===== config.mk =====
export PLATFORM = sky130hd
export DESIGN_NAME = uart_tx_arbiter
export DESIGN_NICKNAME = d
export VERILOG_FILES = /design/src/rtl/uart_tx_arbiter.sv
export SDC_FILE = /design/constraint.sdc
export NUM_CORES = 1
export LEC_CHECK = 0
export BUFFER_PORTS_ARGS = -buffer_cell sky130_fd_sc_hd__buf_2
export CAP_MARGIN = 20
export CORE_UTILIZATION = 40
export CTS_CLUSTER_SIZE = 28
export DETAILED_ROUTE_END_ITERATION = 12
export GPL_TIMING_DRIVEN = 0
export PLACE_DENSITY = 0.71
export SLEW_MARGIN = 40
export SYNTH_ARGS = -nofsm -noshare
export SYNTH_HDL_FRONTEND = slang
export SYNTH_SLANG_ARGS = --single-unit

===== constraint.sdc =====
create_clock -name clk_i -period 2.2 [get_ports clk_i]
set_clock_uncertainty 0.1 [all_clocks]
set_input_delay 0.55 -clock clk_i [delete_from_list [all_inputs] [get_ports clk_i]]
set_output_delay 0.55 -clock clk_i [all_outputs]
set_load 0.02 [all_outputs]

===== src/rtl/uart_tx_arbiter.sv =====
// Round-robin packet arbiter sharing one 8N1 UART transmitter between NUM_REQ byte streams.
// Define UART_ARB_ID_HDR_EN to prefix every packet with a header byte 8'hA0 | requester index.
module uart_tx_arbiter #(
  parameter int NUM_REQ     = 4,
  parameter int ID_W        = 2,
  parameter int GAP_TIMEOUT = 1_000_000
) (
  input  logic                 clk_i,
  input  logic                 rst_ni,
  input  logic [NUM_REQ-1:0]   req_valid_i,
  input  logic [8*NUM_REQ-1:0] req_data_i,
  input  logic [NUM_REQ-1:0]   req_last_i,
  output logic [NUM_REQ-1:0]   req_ready_o,
  output logic [NUM_REQ-1:0]   grant_o,
  output logic                 tx_start_o,
  output logic [7:0]           tx_data_o,
  input  logic                 tx_busy_i,
  output logic                 active_o,
  output logic                 timeout_o
);

  localparam int GAP_W = (GAP_TIMEOUT > 2) ? $clog2(GAP_TIMEOUT) : 1;
  localparam logic [GAP_W-1:0] GAP_LAST = GAP_W'(GAP_TIMEOUT - 1);

  typedef enum logic [2:0] {
    ST_IDLE      = 3'd0,
    ST_SEND      = 3'd1,
    ST_WAIT_BUSY = 3'd2,
    ST_WAIT_DONE = 3'd3
`ifdef UART_ARB_ID_HDR_EN
    ,ST_HDR      = 3'd4
`endif
  } state_e;

  state_e             state_q, state_d;
  logic [NUM_REQ-1:0] grant_q, grant_d;
  logic [ID_W-1:0]    gidx_q, gidx_d;
  logic [ID_W-1:0]    ptr_q, ptr_d;
  logic               tx_start_q, tx_start_d;
  logic [7:0]         tx_data_q, tx_data_d;
  logic               active_q, active_d;
  logic               timeout_q, timeout_d;
  logic               last_q, last_d;
  logic [GAP_W-1:0]   gap_q, gap_d;

  logic [ID_W-1:0]    win_idx;
  logic [ID_W-1:0]    scan_idx;
  logic               win_found;
  logic               sel_valid;
  logic               sel_last;
  logic [7:0]         sel_data;
  logic [ID_W-1:0]    next_ptr;

  // Round-robin search starting at the pointer; first valid requester wins.
  always_comb begin
    win_idx   = '0;
    win_found = 1'b0;
    scan_idx  = '0;
    for (int k = 0; k < NUM_REQ; k++) begin
      scan_idx = ID_W'((int'(ptr_q) + k) % NUM_REQ);
      if (!win_found && req_valid_i[scan_idx]) begin
        win_found = 1'b1;
        win_idx   = scan_idx;
      end
    end
  end

  always_comb begin
    sel_valid = 1'b0;
    sel_last  = 1'b0;
    sel_data  = 8'h00;
    for (int k = 0; k < NUM_REQ; k++) begin
      if (grant_q[k]) begin
        sel_valid = req_valid_i[k];
        sel_last  = req_last_i[k];
        sel_data  = req_data_i[8*k +: 8];
      end
    end
  end

  assign next_ptr = (gidx_q == ID_W'(NUM_REQ - 1)) ? '0 : gidx_q + 1'b1;

  always_comb begin
    state_d    = state_q;
    grant_d    = grant_q;
    gidx_d     = gidx_q;
    ptr_d      = ptr_q;
    tx_start_d = 1'b0;
    tx_data_d  = tx_data_q;
    active_d   = active_q;
    timeout_d  = 1'b0;
    last_d     = last_q;
    gap_d      = gap_q;
    case (state_q)
      ST_IDLE: begin
        if (win_found) begin
          grant_d  = NUM_REQ'(1) << win_idx;
          gidx_d   = win_idx;
          active_d = 1'b1;
          gap_d    = '0;
`ifdef UART_ARB_ID_HDR_EN
          state_d  = ST_HDR;
`else
          state_d  = ST_SEND;
`endif
        end
      end
`ifdef UART_ARB_ID_HDR_EN
      ST_HDR: begin
        tx_data_d  = 8'hA0 | 8'(gidx_q);
        tx_start_d = 1'b1;
        last_d     = 1'b0;
        state_d    = ST_WAIT_BUSY;
      end
`endif
      ST_SEND: begin
        if (sel_valid) begin
          tx_data_d  = sel_data;
          tx_start_d = 1'b1;
          last_d     = sel_last;
          gap_d      = '0;
          state_d    = ST_WAIT_BUSY;
        end else if (gap_q == GAP_LAST) begin
          // Stalled mid-packet too long: drop the rest of this packet.
          timeout_d = 1'b1;
          grant_d   = '0;
          active_d  = 1'b0;
          ptr_d     = next_ptr;
          gap_d     = '0;
          state_d   = ST_IDLE;
        end else if (gap_q != '1) begin
          gap_d = gap_q + 1'b1;
        end
      end
      ST_WAIT_BUSY: begin
        if (tx_busy_i) state_d = ST_WAIT_DONE;
      end
      ST_WAIT_DONE: begin
        if (!tx_busy_i) begin
          if (last_q) begin
            grant_d  = '0;
            active_d = 1'b0;
            ptr_d    = next_ptr;
            state_d  = ST_IDLE;
          end else begin
            state_d = ST_SEND;
          end
        end
      end
      default: state_d = ST_IDLE;
    endcase
  end

  always_ff @(posedge clk_i or negedge rst_ni) begin
    if (!rst_ni) begin
      state_q    <= ST_IDLE;
      grant_q    <= '0;
      gidx_q     <= '0;
      ptr_q      <= '0;
      tx_start_q <= 1'b0;
      tx_data_q  <= 8'h00;
      active_q   <= 1'b0;
      timeout_q  <= 1'b0;
      last_q     <= 1'b0;
      gap_q      <= '0;
    end else begin
      state_q    <= state_d;
      grant_q    <= grant_d;
      gidx_q     <= gidx_d;
      ptr_q      <= ptr_d;
      tx_start_q <= tx_start_d;
      tx_data_q  <= tx_data_d;
      active_q   <= active_d;
      timeout_q  <= timeout_d;
      last_q     <= last_d;
      gap_q      <= gap_d;
    end
  end

  assign req_ready_o = (state_q == ST_SEND) ? grant_q : '0;
  assign grant_o     = grant_q;
  assign tx_start_o  = tx_start_q;
  assign tx_data_o   = tx_data_q;
  assign active_o    = active_q;
  assign timeout_o   = timeout_q;

endmodule

### After elaboration in Yosys (flattened, before gate mapping)

Index checks and enable logic that the tools add are counted.

* output and inout bits: 19
* register bits after elaboration: 43

* shift-type cells: 1
* order comparisons: 4
* multiplexer cells: 64
* eq/ne operators: 14
* reduce and logical (&&, ||, !) cells: 16
* $add $sub $neg: 5

Operator list (number)
* 2-to-1 mux 20 bit: 4
* case mux 20 bit (2 select lines): 1
* 2-to-1 mux 8 bit: 4
* 2-to-1 mux 1 bit: 27
* 2-to-1 mux 4 bit: 6
* adder 20 x 1 -> 20 bit (second input constant): 1
* equality test 20 bit (second input constant): 1
* != test 20 bit (second input constant): 1
* 2-to-1 mux 2 bit: 9
* 2-to-1 mux 3 bit: 5
* < comparator 2 x 3 -> 1 bit (second input constant): 4
* != test 2 bit (second input constant): 6
* case mux 3 bit (4 select lines): 1
* case mux 4 bit (3 select lines): 1
* binary-select mux 1 bit (select 2 bit): 4
* equality test 3 x 2 -> 1 bit (second input constant): 2
* AND reduction 6 bit: 1
* AND reduction 5 bit: 1
* adder 2 x 1 -> 2 bit (second input constant): 2
* adder 2 bit (second input constant): 2
* != test 4 bit (second input constant): 1
* case mux 2 bit (2 select lines): 1
* AND reduction 2 bit: 2
* AND reduction 4 bit: 1
* 11 further kinds: 16

### Longest topological paths before layout

Gate-level depths: netlist (run 1).

* depth in word-level cells: 15
* gate-level depth with buffers: 8
* mapped depth without buffers: 6

### Least setup slack after synthesis (run 1)

Ideal clock, no wire load.

* kind: register to register
* from: register gap_q[0]
* to: register gap_q[18]
* period minus slack after synthesis: 2.143 ns
* stages on the path, launching flop included: 8
* setup slack: 0.057 ns
* arrival time: 1.920 ns
* setup time: 0.123 ns
* path buffers: 1
* cell sequence: dfrtp_1 > ha_1 > nand4_4 > or4_1 > buf_2 > or3_1 > a31oi_1 > a21oi_1

* word-level cells in the longest chain between the ends: 5
* elaborated cells on any way between the ends: 9
* classes of those cells: add/sub (1); eq/ne (3); mux (4); reduce/logical (1)

RTL lines
* from (decl): line 44 `logic [GAP_W-1:0] gap_q, gap_d;`
* from (signal assigned): line 176 `gap_q <= gap_d;`
* adder 20 x 1 -> 20 bit: line 132 `gap_d = gap_q + 1'b1;`
* 2-to-1 mux 20 bit: line 131 `end else if (gap_q != '1) begin`
* 2-to-1 mux 20 bit: line 123 `end else if (gap_q == GAP_LAST) begin`
* 2-to-1 mux 20 bit: line 117 `if (sel_valid) begin`
* case mux 20 bit (2 select lines): line 94 `case (state_q)`

Parallel ways exist; a longest one is shown, timed or not. The select of a mux whose other input is x is not followed.
A chain may end at the register's enable or synchronous reset.

### Final worst setup path (run 1)

Ends and elaborated chain as after synthesis.

==> results of run 1 <==
## layer usage
layer  wire, um  GRT usage (%)
met5          0              0
met4        115          7.759
met3        378          3.297
met2       3613          34.26
met1       3259          31.16
## cells in the final DEF, fill, tap and decap left out, drive strengths merged, types with 9 or more instances in the layout
master,count
nor2,18
clkbuf,20
inv,11
nor2b,11
nand4,9
o211ai,11
nand2,15
o21ai,14
dfrtp,42
nor3,13
a21oi,29
buf,77
nand3,15
a31oi,23
## registers in the layout, summed over array words and instances, names as in the netlist
| register | cells |
|---|---|
| tx_start_o | 1 |
| tx_data_o | 8 |
| last_q | 1 |
| gap_q | 20 |
| state_q | 2 |
| gidx_q | 2 |
| active_o | 1 |
| ptr_q | 2 |
| grant_o | 4 |
| timeout_o | 1 |
## area by class of cell
type | instances | area [um^2]
plain buffers | 20 | 113.9
flip-flops and latches | 42 | 1056
clock buffers | 5 | 68.82
inverters | 12 | 48.80
multi-input cells | 228 | 1524
fillers | 594 | 3000
clock inverters | 2 | 15.01
well taps | 77 | 96.34
repair buffers | 72 | 390.4
## stage by stage
step	instances	hold WS (ns)	setup WS, ns	util (%)
after floorplan	303	0.1544	0.05724	-
after global placement	441	0.3722	-0.3332	47.68
after detailed placement	441	0.3752	-0.3772	47.72
after CTS	453	0.1579	0.002529	50.40
after global routing	458	0.1807	-0.05582	52.48
final	458	0.1408	0.02752	52.48
## synthesized netlist by cell type, drive strengths merged
master / number / share of area [%]
dfrtp: 42 / 40
a21oi: 29 / 5.6
a31oi: 23 / 5.5
nor2: 18 / 2.6
nand2: 15 / 2.2
nand3: 15 / 2.9
clkbuf: 14 / 2.0
o21ai: 14 / 2.7
nor3: 13 / 2.5
inv: 11 / 1.6
nor2b: 11 / 2.6
o211ai: 11 / 3.2
nand4: 9 / 2.7
a221oi: 8 / 2.7
nor4: 8 / 2.2
buf: 7 / 1.4
and2: 6 / 1.4
a41oi: 5 / 2.3
a22o: 4 / 1.3
a21o: 3 / 0.86
nand2b: 3 / 0.72
nand4b: 3 / 1.0
or3: 3 / 0.72
or3b: 3 / 1.0
a211oi: 2 / 0.58
and3: 2 / 0.53
ha: 2 / 0.96
mux2: 2 / 0.86
mux2i: 2 / 0.77
nand3b: 2 / 0.58
nor4b: 2 / 0.67
o21a: 2 / 0.58
or2: 2 / 0.48
or4: 2 / 0.72
a21boi: 1 / 0.29
and4: 1 / 0.34
clkinv: 1 / 0.14
o2111ai: 1 / 0.34
o22ai: 1 / 0.24
## timing repair
item	CTS	global route
hold buffers	0	0
gates resized for setup	14	31
pin swaps	2	7
buffers inserted	5	6
endpoints found under the setup margin	25	33
## worst min-delay path by stage
| stage | start | slack (ns) | depth (start not counted) | to |
|---|---|---|---|---|
| floorplan | rst_ni | 0.15 | 0 | active_o$_DFFE_PN0P_ |
| global placement | tx_data_o[5]$_DFFE_PN0P_ | 0.37 | 1 | tx_data_o[5]$_DFFE_PN0P_ |
| detailed placement | tx_data_o[5]$_DFFE_PN0P_ | 0.38 | 1 | tx_data_o[5]$_DFFE_PN0P_ |
| CTS | rst_ni | 0.16 | 1 | gidx_q[0]$_DFFE_PN0P_ |
| global route | rst_ni | 0.18 | 1 | gap_q[14]$_DFFE_PN0P_ |
| finish | rst_ni | 0.14 | 1 | gap_q[14]$_DFFE_PN0P_ |
## power by group
group / switching, mW / total, mW / internal, mW / leakage [nW]
clock network: 0.263 / 0.480 / 0.217 / 0.0362
logic: 1.22 / 2.00 / 0.781 / 0.806
registers: 0.176 / 1.16 / 0.987 / 0.537
## kinds of logic after synthesis
family / count (synthesis) / share of synthesized area (%)
compound gates: 104 / 26.09
fa+ha+maj: 2 / 0.9591
buf+inv: 33 / 5.179
flops: 42 / 40.29
mux: 4 / 1.631
simple gates: 118 / 25.85
==> metrics.yaml, run 1 <==
status: "completed"
syn_avg_cell_area_um2: 8.610
crit_cells: 7
cts_sinks: 42
netlist_instances: 303
finalHoldViolCount: 0
nets: 426
initial_utilization_pct: 41.32
place_area_um2: 3013
vias_per_cell: 6.011
syn2layout_area_growth_pct: 27.00
rsz0062_at_grt: "yes"
htree_levels: 2
power.density_nw_per_um2: 1100
rr_endpoint: "gap_q[18]$_DFFE_PN0P_"
clk_latency_ns: 0.29
clockBufferDepth: 2
slowest_delay_ns: 0.54
worst_setup_path_end_kind: "flop"
report.power.total_mw: 3.643
antenna_found_initial: 0
grt_use_total_pct: 22.10
fmax_mhz: 460.3
ant_nets: 0
rr_startpoint: "gap_q[0]$_DFFE_PN0P_"
worst_ep_arrival_time_ns: 2.25
tritoncts: "built"
crit_required_ns: 2.27
worstRegToRegCells: 7
gr-total-overflow: 0
p_leak_nw: 1.379
grt_max_degree: 43
drt_wl_total_mm: 7.366
cts_buffers: 5
grt_pass1_vias: 2425
core_um2: 6314
worstPathMaxFanout: 10
critPathLaunch: "gap_q[0]$_DFFE_PN0P_"
start_kind: "flop"
yosys_register_bits: 42
crit_end: "gap_q[18]$_DFFE_PN0P_"
num_vias: 2753
core.rowCount: 29
synth_cell_type_count: 48
path_cells: "ha_4 -> nand4_4 -> or4_4 -> buf_6 -> or3_1 -> a31oi_1 -> a21oi_1"
stdcell_area_um2: 3313
yosysWarnings: 0
crit_family: "simple AND/OR/NAND/NOR gates"
cp.buffers_inverters: 1
dp_hpwl_mm: 5.074
hp-class: "primary input to async pin"
syn-num-nets: 348
io_buffers: 61
worstMarginPinSlew_ns: 0.6026
relSlewSlack_pct: 59.83
ir_drop_uv: 622.6
dr.pass1.iters: 4
antenna_cells: 0
setup_viol: 0
fp.dieH_um: 82.76
io_pins: 62
floorplan.die_area_um2: 6849
seq_area_frac_synth_pct: 40.29
place_congestion: 0.9176
rrSetupSlack_ns: 0.03
drive_above_1_share_pct: 31.23
wl_per_cell_um: 16.08
fin_crit_ns: 2.172
grt_pass1_wl_mm: 11.63
period_share_pct: 98.75
maxSlewViolCount: 0
clk_pin_slew_ns: 0.08
crit_type: "flop to flop"
die_x_um: 82.76
maxCapViolations: 0
slowest_stage: "or4_4"
drc_errors: 0
initialDrtViolationCount: 206
synthesis.area_um2: 2609
fin_setup_tns_ns: 0
cts-root-buf: "clkbuf_8"
(Power assumes the default switching activity.)
==> run 2, diff against run 1 <==
--- a/config.mk
+++ b/config.mk
@@ -7,11 +7,11 @@
 export LEC_CHECK = 0
 export BUFFER_PORTS_ARGS = -buffer_cell sky130_fd_sc_hd__buf_2
 export CAP_MARGIN = 20
-export CORE_UTILIZATION = 40
+export CORE_UTILIZATION = 35
 export CTS_CLUSTER_SIZE = 28
 export DETAILED_ROUTE_END_ITERATION = 12
 export GPL_TIMING_DRIVEN = 0
-export PLACE_DENSITY = 0.71
+export PLACE_DENSITY = 0.64
 export SLEW_MARGIN = 40
 export SYNTH_ARGS = -nofsm -noshare
 export SYNTH_HDL_FRONTEND = slang
==> run 2 against run 1 <==
The run now ends with setup timing left. Hold slack got worse by 0.019 ns. Fmax fell by 1.5%. Sequential cell count did not move. Total power rose by 1.6%. Wire length rose by 3.9%. Clock-buffer cell count rose by 1. Setup slack got worse by 0.033 ns. Via count fell by 0.62%. Critical path depth did not move. First-iteration DRC count fell by 12%. Critical endpoint unchanged. Largest cell class unchanged. Highest routed layer unchanged.
==> metrics.yaml, run 2 (synthesis gave the netlist of run 1 again) <==
io_buffers: 61  # unchanged
floorplan.die_area_um2: 7803  # was 6849 um^2
maxCapViolations: 0  # unchanged
finalWorstSetupSlack_ns: -0.005812  # was 0.02752 ns
post-route-util_pct: 46.83  # was 52.48%
gr-usage-met2_pct: 34.69  # was 34.26%
wl_per_cell_um: 15.81  # was 16.08 um
drt_wl_total_mm: 7.652  # was 7.366 mm
num-fill-cells: 725  # was 594
place_congestion: 0.8867  # was 0.9176
hp-class: "primary input to async pin"  # unchanged
gr-total-overflow: 0  # unchanged
dp_hpwl_mm: 5.399  # was 5.074 mm
grt_pass1_vias: 2623  # was 2425
regMostFlops: "gap_q"  # unchanged
top_usage_layer: "met2"  # unchanged
maxSlewViolCount: 0  # unchanged
dr.pass1.iters: 4  # unchanged
core.rowCount: 31  # was 29
rsz0062_at_grt: "yes"  # unchanged
setup_viol: 1  # was 0
clk_pin_slew_ns: 0.08  # about the same
fin_cells: 484  # was 458
period_share_pct: 100.3  # was 98.75%
finalHoldViolCount: 0  # unchanged
worstMarginPinSlew_ns: 0.7246  # was 0.6026 ns
fmax_mhz: 453.3  # was 460.3 MHz
grtUsageMet1_pct: 25.22  # was 31.16%
num_vias: 2736  # was 2753
violations: "setup timing"
largest_reg_flops: 20  # unchanged
cts_buffers: 5  # unchanged
initial_utilization_pct: 36.16  # was 41.32%
worst_ep_arrival_time_ns: 2.29  # was 2.25 ns
drc_errors: 0  # unchanged
tritoncts: "built"  # unchanged
io_pins: 62  # unchanged
start_kind: "flop"  # unchanged
syn2layout_area_growth_pct: 29.50  # was 27.00%
worst_setup_path_end_kind: "flop"  # unchanged
vias_per_cell: 5.653  # was 6.011
antenna_found_initial: 0  # unchanged
htree_levels: 2  # unchanged
power.density_nw_per_um2: 1096  # was 1100 nW/um^2
clk_latency_ns: 0.30  # was 0.29 ns
ir_drop_uv: 462.7  # was 622.6 uV
cts_sinks: 42  # unchanged
fp.dieH_um: 88.34  # was 82.76 um
status: "finished with violations"  # was completed
clockBufferDepth: 2  # unchanged
crit_type: "flop to flop"  # unchanged
grt_pass1_wl_mm: 12.18  # was 11.63 mm
p_leak_nw: 1.405  # was 1.379 nW
grt_use_total_pct: 19.87  # was 22.10%
crit_required_ns: 2.28  # was 2.27 ns
fin_crit_ns: 2.206  # was 2.172 ns
placed_cells: 463  # was 441
worstPathMaxFanout: 7  # was 10
die_x_um: 88.34  # was 82.76 um
initialDrtViolationCount: 182  # was 206
cts-root-buf: "clkbuf_8"  # unchanged
core_um2: 7214  # was 6314 um^2
relSlewSlack_pct: 51.69  # was 59.83%
final_common_cell: "buf_2"  # unchanged
nets: 429  # was 426
stdcell_area_um2: 3378  # was 3313 um^2
ant_nets: 0  # unchanged
layout_common_cells: "buf_2 (62), dfrtp_1 (37), a21oi_1 (28)"  # was buf_2 (61), dfrtp_1 (38), a21oi_1 (29)
antenna_cells: 0  # unchanged
ctsHoldBuffers: 0  # unchanged
place_area_um2: 3040  # was 3013 um^2
grt_use_met3_pct: 2.985  # was 3.297%
drive_above_1_share_pct: 32.21  # was 31.23%
grt_max_degree: 43  # unchanged
run 2: timing repair:
item | 4_1_cts | 5_1_grt
setup buffers | 5 | 8
pin swaps | 3 | 8
gates resized for setup | 13 | 40
endpoints found under the setup margin | 26 | 34
gates cloned | 0 | 1
run 2: path summary, 6_finish.rpt:
kind,start,endpoint,slack (ns),cells after the start
setup / recovery,gap_q[11]$_DFFE_PN0P_,gap_q[18]$_DFFE_PN0P_,-0.006,7
hold / removal,rst_ni,gap_q[1]$_DFFE_PN0P_,0.12,1
setup reg to reg,gap_q[11]$_DFFE_PN0P_,gap_q[18]$_DFFE_PN0P_,-0.006,7
hold reg to reg,tx_data_o[5]$_DFFE_PN0P_,tx_data_o[5]$_DFFE_PN0P_,0.39,1
max in group asynchronous,rst_ni,gap_q[11]$_DFFE_PN0P_,1.49,1
min in group clk_i,tx_data_o[5]$_DFFE_PN0P_,tx_data_o[5]$_DFFE_PN0P_,0.39,1
run 2: cell type report:
cell class | instances | area [um^2] | share of cell area [%]
repair buffers | 75 | 410.4 | 12.15
clock inverters | 2 | 13.76 | 0.4074
inverters | 12 | 45.04 | 1.333
well taps | 99 | 123.9 | 3.667
plain buffers | 20 | 120.1 | 3.556
flip-flops and latches | 42 | 1057 | 31.30
multi-input cells | 228 | 1535 | 45.44
clock buffers | 6 | 72.57 | 2.148
run 2: worst max-delay path, cell delays in order (launching register included):
cell and delay (ns):
dfrtp_2 0.43, nand4_1 0.16, buf_4 0.19, or4_4 0.55, buf_6 0.15, or3_1 0.30, a31oi_1 0.17, a21oi_1 0.05
run 2: metrics by stage:
step / total power [mW] / setup slack (ns) / hold WS, ns / setup TNS [ns]
6_report: 3.702 / -0.005812 / 0.1218 / -0.005812
2_1_floorplan: 2.502 / 0.05724 / 0.1544 / 0
5_1_grt: 3.997 / -0.09024 / 0.1775 / -0.3953
4_1_cts: 3.637 / 0.01703 / 0.1514 / 0
3_5_place_dp: 3.083 / -0.4225 / 0.3785 / -9.415
3_3_place_gp: 3.034 / -0.3717 / 0.3736 / -8.276
run 2: per-layer routing:
layer  vias to the layer above  wire, um
li1                       1317         -
met1                      1330      3236
met2                        79      3959
met3                        10       367
met4                         0        88
met5                         -         0
run 2: power breakdown:
group	internal (mW)	leakage, nW	switching [mW]	total (mW)
registers	0.987	0.535	0.172	1.16
clock network	0.224	0.0452	0.274	0.499
logic	0.800	0.825	1.24	2.04
==> run 3, diff against run 2 <==
--- a/config.mk
+++ b/config.mk
@@ -5,13 +5,14 @@
 export SDC_FILE = /design/constraint.sdc
 export NUM_CORES = 1
 export LEC_CHECK = 0
+export ABC_AREA = 1
 export BUFFER_PORTS_ARGS = -buffer_cell sky130_fd_sc_hd__buf_2
 export CAP_MARGIN = 20
 export CORE_UTILIZATION = 35
 export CTS_CLUSTER_SIZE = 28
 export DETAILED_ROUTE_END_ITERATION = 12
 export GPL_TIMING_DRIVEN = 0
-export PLACE_DENSITY = 0.64
+export PLACE_DENSITY = 0.63
 export SLEW_MARGIN = 40
 export SYNTH_ARGS = -nofsm -noshare
 export SYNTH_HDL_FRONTEND = slang
==> run 3 against run 2 <==
The flow now finishes without violations. First-iteration DRC count down 15%. Total power increased by 2.1%. Combinational power is essentially flat. Sequential cell count unchanged. Final cell count increased by 31%. Critical path type is now flop to output port. Critical endpoint is now req_ready_o[0]. Highest routed layer unchanged.
==> metrics.yaml, run 3 <==
syn-num-nets: 508  # was 348
syn_avg_cell_area_um2: 6.307  # was 8.610 um^2
slowest_stage: "dfrtp_1"  # was or4_4
fin_cells: 633  # was 484
syn2layout_area_growth_pct: 19.45  # was 29.50%
dp_hpwl_mm: 5.746  # was 5.399 mm
drive_above_1_share_pct: 18.27  # was 32.21%
antenna_cells: 0  # unchanged
ir_drop_uv: 596.8  # was 462.7 uV
fin_setup_tns_ns: 0  # was -0.005812 ns
worst_setup_path_end_kind: "output port"  # was flop
yosys_register_bits: 42  # unchanged
antenna_found_initial: 0  # unchanged
worstMarginPinSlew_ns: 0.5433  # was 0.7246 ns
synth_cell_type_count: 29  # was 48
final_common_cell: "nand2_1"  # was buf_2
start_kind: "flop"  # unchanged
grt_use_total_pct: 18.46  # was 19.87%
cts-root-buf: "clkbuf_8"  # unchanged
io_pins: 62  # unchanged
synthesis.area_um2: 2920  # was 2609 um^2
netlist_instances: 463  # was 303
hp-class: "primary input to async pin"  # unchanged
seq_area_frac_synth_pct: 35.99  # was 40.29%
fp.dieH_um: 93.35  # was 88.34 um
core_um2: 7888  # was 7214 um^2
crit_type: "flop to output port"  # was flop to flop
worst_ep_arrival_time_ns: 1.41  # was 2.29 ns
cts_sinks: 42  # unchanged
tritoncts: "built"  # unchanged
core.rowCount: 32  # was 31
setup_viol: 0  # was 1
maxCapViolations: 0  # unchanged
synth-edff-count: 0  # unchanged
relSlewSlack_pct: 63.78  # was 51.69%
dp_slack_ns: 0.02428  # was -0.4225 ns
worstPathMaxFanout: 7  # unchanged
grt_pass1_vias: 2806  # was 2623
cts_setup_buffers: 0  # was 5
gr-total-overflow: 0  # unchanged
async_flop_share_pct: 100.0  # unchanged
fmax_mhz: 485.7  # was 453.3 MHz
yosysWarnings: 0  # unchanged
fin_crit_ns: 2.059  # was 2.206 ns
initial_utilization_pct: 37.02  # was 36.16%
floorplan.die_area_um2: 8713  # was 7803 um^2
period_share_pct: 93.59  # was 100.3%
synth_top_area_share_pct: 35.99  # was 40.29%
place_congestion: 0.8760  # was 0.8867
crit_required_ns: 1.55  # was 2.28 ns
layout_common_cells: "nand2_1 (184), nor2_1 (67), buf_2 (64)"  # was buf_2 (62), dfrtp_1 (37), a21oi_1 (28)
wl_per_cell_um: 11.74  # was 15.81 um
slowest_delay_ns: 0.46  # was 0.55 ns
finalHoldViolCount: 0  # unchanged
p_leak_nw: 1.856  # was 1.405 nW
maxSlewViolCount: 0  # unchanged
worst_path_most_repeated_cell: "inv_1"
synth.most_common_cell: "nand2_1"  # was dfrtp_1
finalWorstSetupSlack_ns: 0.1409  # was -0.005812 ns
num_vias: 3047  # was 2736
initialDrtViolationCount: 154  # was 182
ant_nets: 0  # unchanged
netlist_top_cells_area: "dfrtp_1 (36%), nand2_1 (24%), nor2_1 (8.7%)"  # was dfrtp_1 (40%), a21oi_1 (5.6%), a31oi_1 (5.5%)
die_x_um: 93.35  # was 88.34 um
placed_cells: 626  # was 463
status: "completed"  # was finished with violations
synth_largest_area_cell: "dfrtp_1"  # unchanged
regMostFlops: "gap_q"  # unchanged
power.density_nw_per_um2: 1083  # was 1096 nW/um^2
crit_family: "flip-flops"  # was simple AND/OR/NAND/NOR gates
clk_latency_ns: 0.29  # was 0.30 ns
drt_wl_total_mm: 7.430  # was 7.652 mm
io_buffers: 61  # unchanged
nets: 576  # was 429
synth.top_cells.by_count: "nand2_1 (184), nor2_1 (68), dfrtp_1 (42), inv_1 (42), nand3_1 (35)"  # was dfrtp_1 (42), a21oi_1 (29), a31oi_1 (23)
dr.pass1.iters: 5  # was 4
clk_pin_slew_ns: 0.08  # about the same
drc_errors: 0  # unchanged
largest_reg_flops: 20  # unchanged
synth_flop_cell: "dfrtp_1"  # unchanged
vias_per_cell: 4.814  # was 5.653
htree_levels: 2  # unchanged
cts_buffers: 5  # unchanged
path_cells: "inv_1 -> nor2_4 -> inv_1 -> nor2_1 -> buf_2"  # was nand4_1 -> buf_4 -> or4_4 -> buf_6 -> or3_1 -> a31oi_1 -> a21oi_1
grt_pass1_wl_mm: 12.86  # was 12.18 mm
grt_max_degree: 43  # unchanged
clockBufferDepth: 2  # unchanged
cp.buffers_inverters: 3  # was 2
## run 3: layout make-up
| type | count | area (um^2) |
|---|---|---|
| clock buffers | 6 | 82.58 |
| fillers | 852 | 4399 |
| clock inverters | 1 | 30.03 |
| multi-input cells | 363 | 1644 |
| repair buffers | 61 | 307.8 |
| inverters | 47 | 176.4 |
| well taps | 102 | 127.6 |
| flip-flops and latches | 42 | 1051 |
| plain buffers | 11 | 68.82 |
## run 3: worst paths after layout
path / startpoint / end / slack [ns] / cells after the start
max: state_q[0]$_DFFE_PN0P_ / req_ready_o[0] / 0.14 / 5
min: rst_ni / gap_q[16]$_DFFE_PN0P_ / 0.14 / 1
max reg2reg: gap_q[0]$_DFFE_PN0P_ / gap_q[15]$_DFFE_PN0P_ / 0.17 / 12
min reg2reg: active_o$_DFFE_PN0P_ / active_o$_DFFE_PN0P_ / 0.38 / 2
max in group asynchronous: rst_ni / gap_q[9]$_DFFE_PN0P_ / 1.48 / 1
min in group clk_i: active_o$_DFFE_PN0P_ / active_o$_DFFE_PN0P_ / 0.38 / 2
## run 3: repair_timing
| action | in CTS | in global routing |
|---|---|---|
| endpoints found under the hold margin | 0 | 0 |
| endpoints found under the setup margin | 4 | 30 |
| gates resized for setup | 1 | 4 |
| hold buffers | 0 | 0 |
## run 3: kinds of logic after synthesis
logic type               Yosys count  share of synthesized area (%)
AO/OA/AOI/OAI                     47                          9.554
XOR/XNOR                           6                          1.799
adder cells (fa/ha/maj)            2                         0.8568
buffers and inverters             58                          8.397
flip-flops                        42                          35.99
AND/OR/NAND/NOR                  308                          43.40
## run 3: worst reg2reg max path, stage by stage, from the launching register on
cell     delay [ns]
dfrtp_1        0.40
ha_2           0.23
nand3_1        0.13
inv_2          0.11
nand2_1        0.09
nor2_2         0.19
nand3_2        0.10
nor2_2         0.16
nor2_4         0.09
nand2_2        0.10
buf_6          0.14
nand2_1        0.06
nand2_1        0.06
## run 3: metrics by stage
stage / power, mW / instance area [um^2] / util [%] / hold slack [ns]
4_1_cts: 3.789 / 3471 / 44.00 / 0.1616
6_report: 3.778 / 3488 / 44.23 / 0.1364
3_5_place_dp: 3.144 / 3356 / 42.54 / 0.3575
5_1_grt: 4.134 / 3488 / 44.23 / 0.1797
3_3_place_gp: 3.111 / 3353 / 42.51 / 0.3594
2_1_floorplan: 2.583 / 2920 / - / 0.1544
## run 3: per-layer routing
metal | part of all wire (%) | GRT usage, % | vias up
met5 | 0 | 0 | -
met4 | 0.46 | 3.718 | 0
met3 | 6.8 | 3.902 | 5
met2 | 47 | 30.94 | 95
met1 | 46 | 24.54 | 1347
li1 | - | - | 1600
## run 3: power breakdown
part | switching (mW) | total, mW | internal (mW)
registers | 0.165 | 1.14 | 0.972
clock network | 0.264 | 0.628 | 0.363
logic | 1.35 | 2.01 | 0.666
total | 1.78 | 3.78 | 2.00
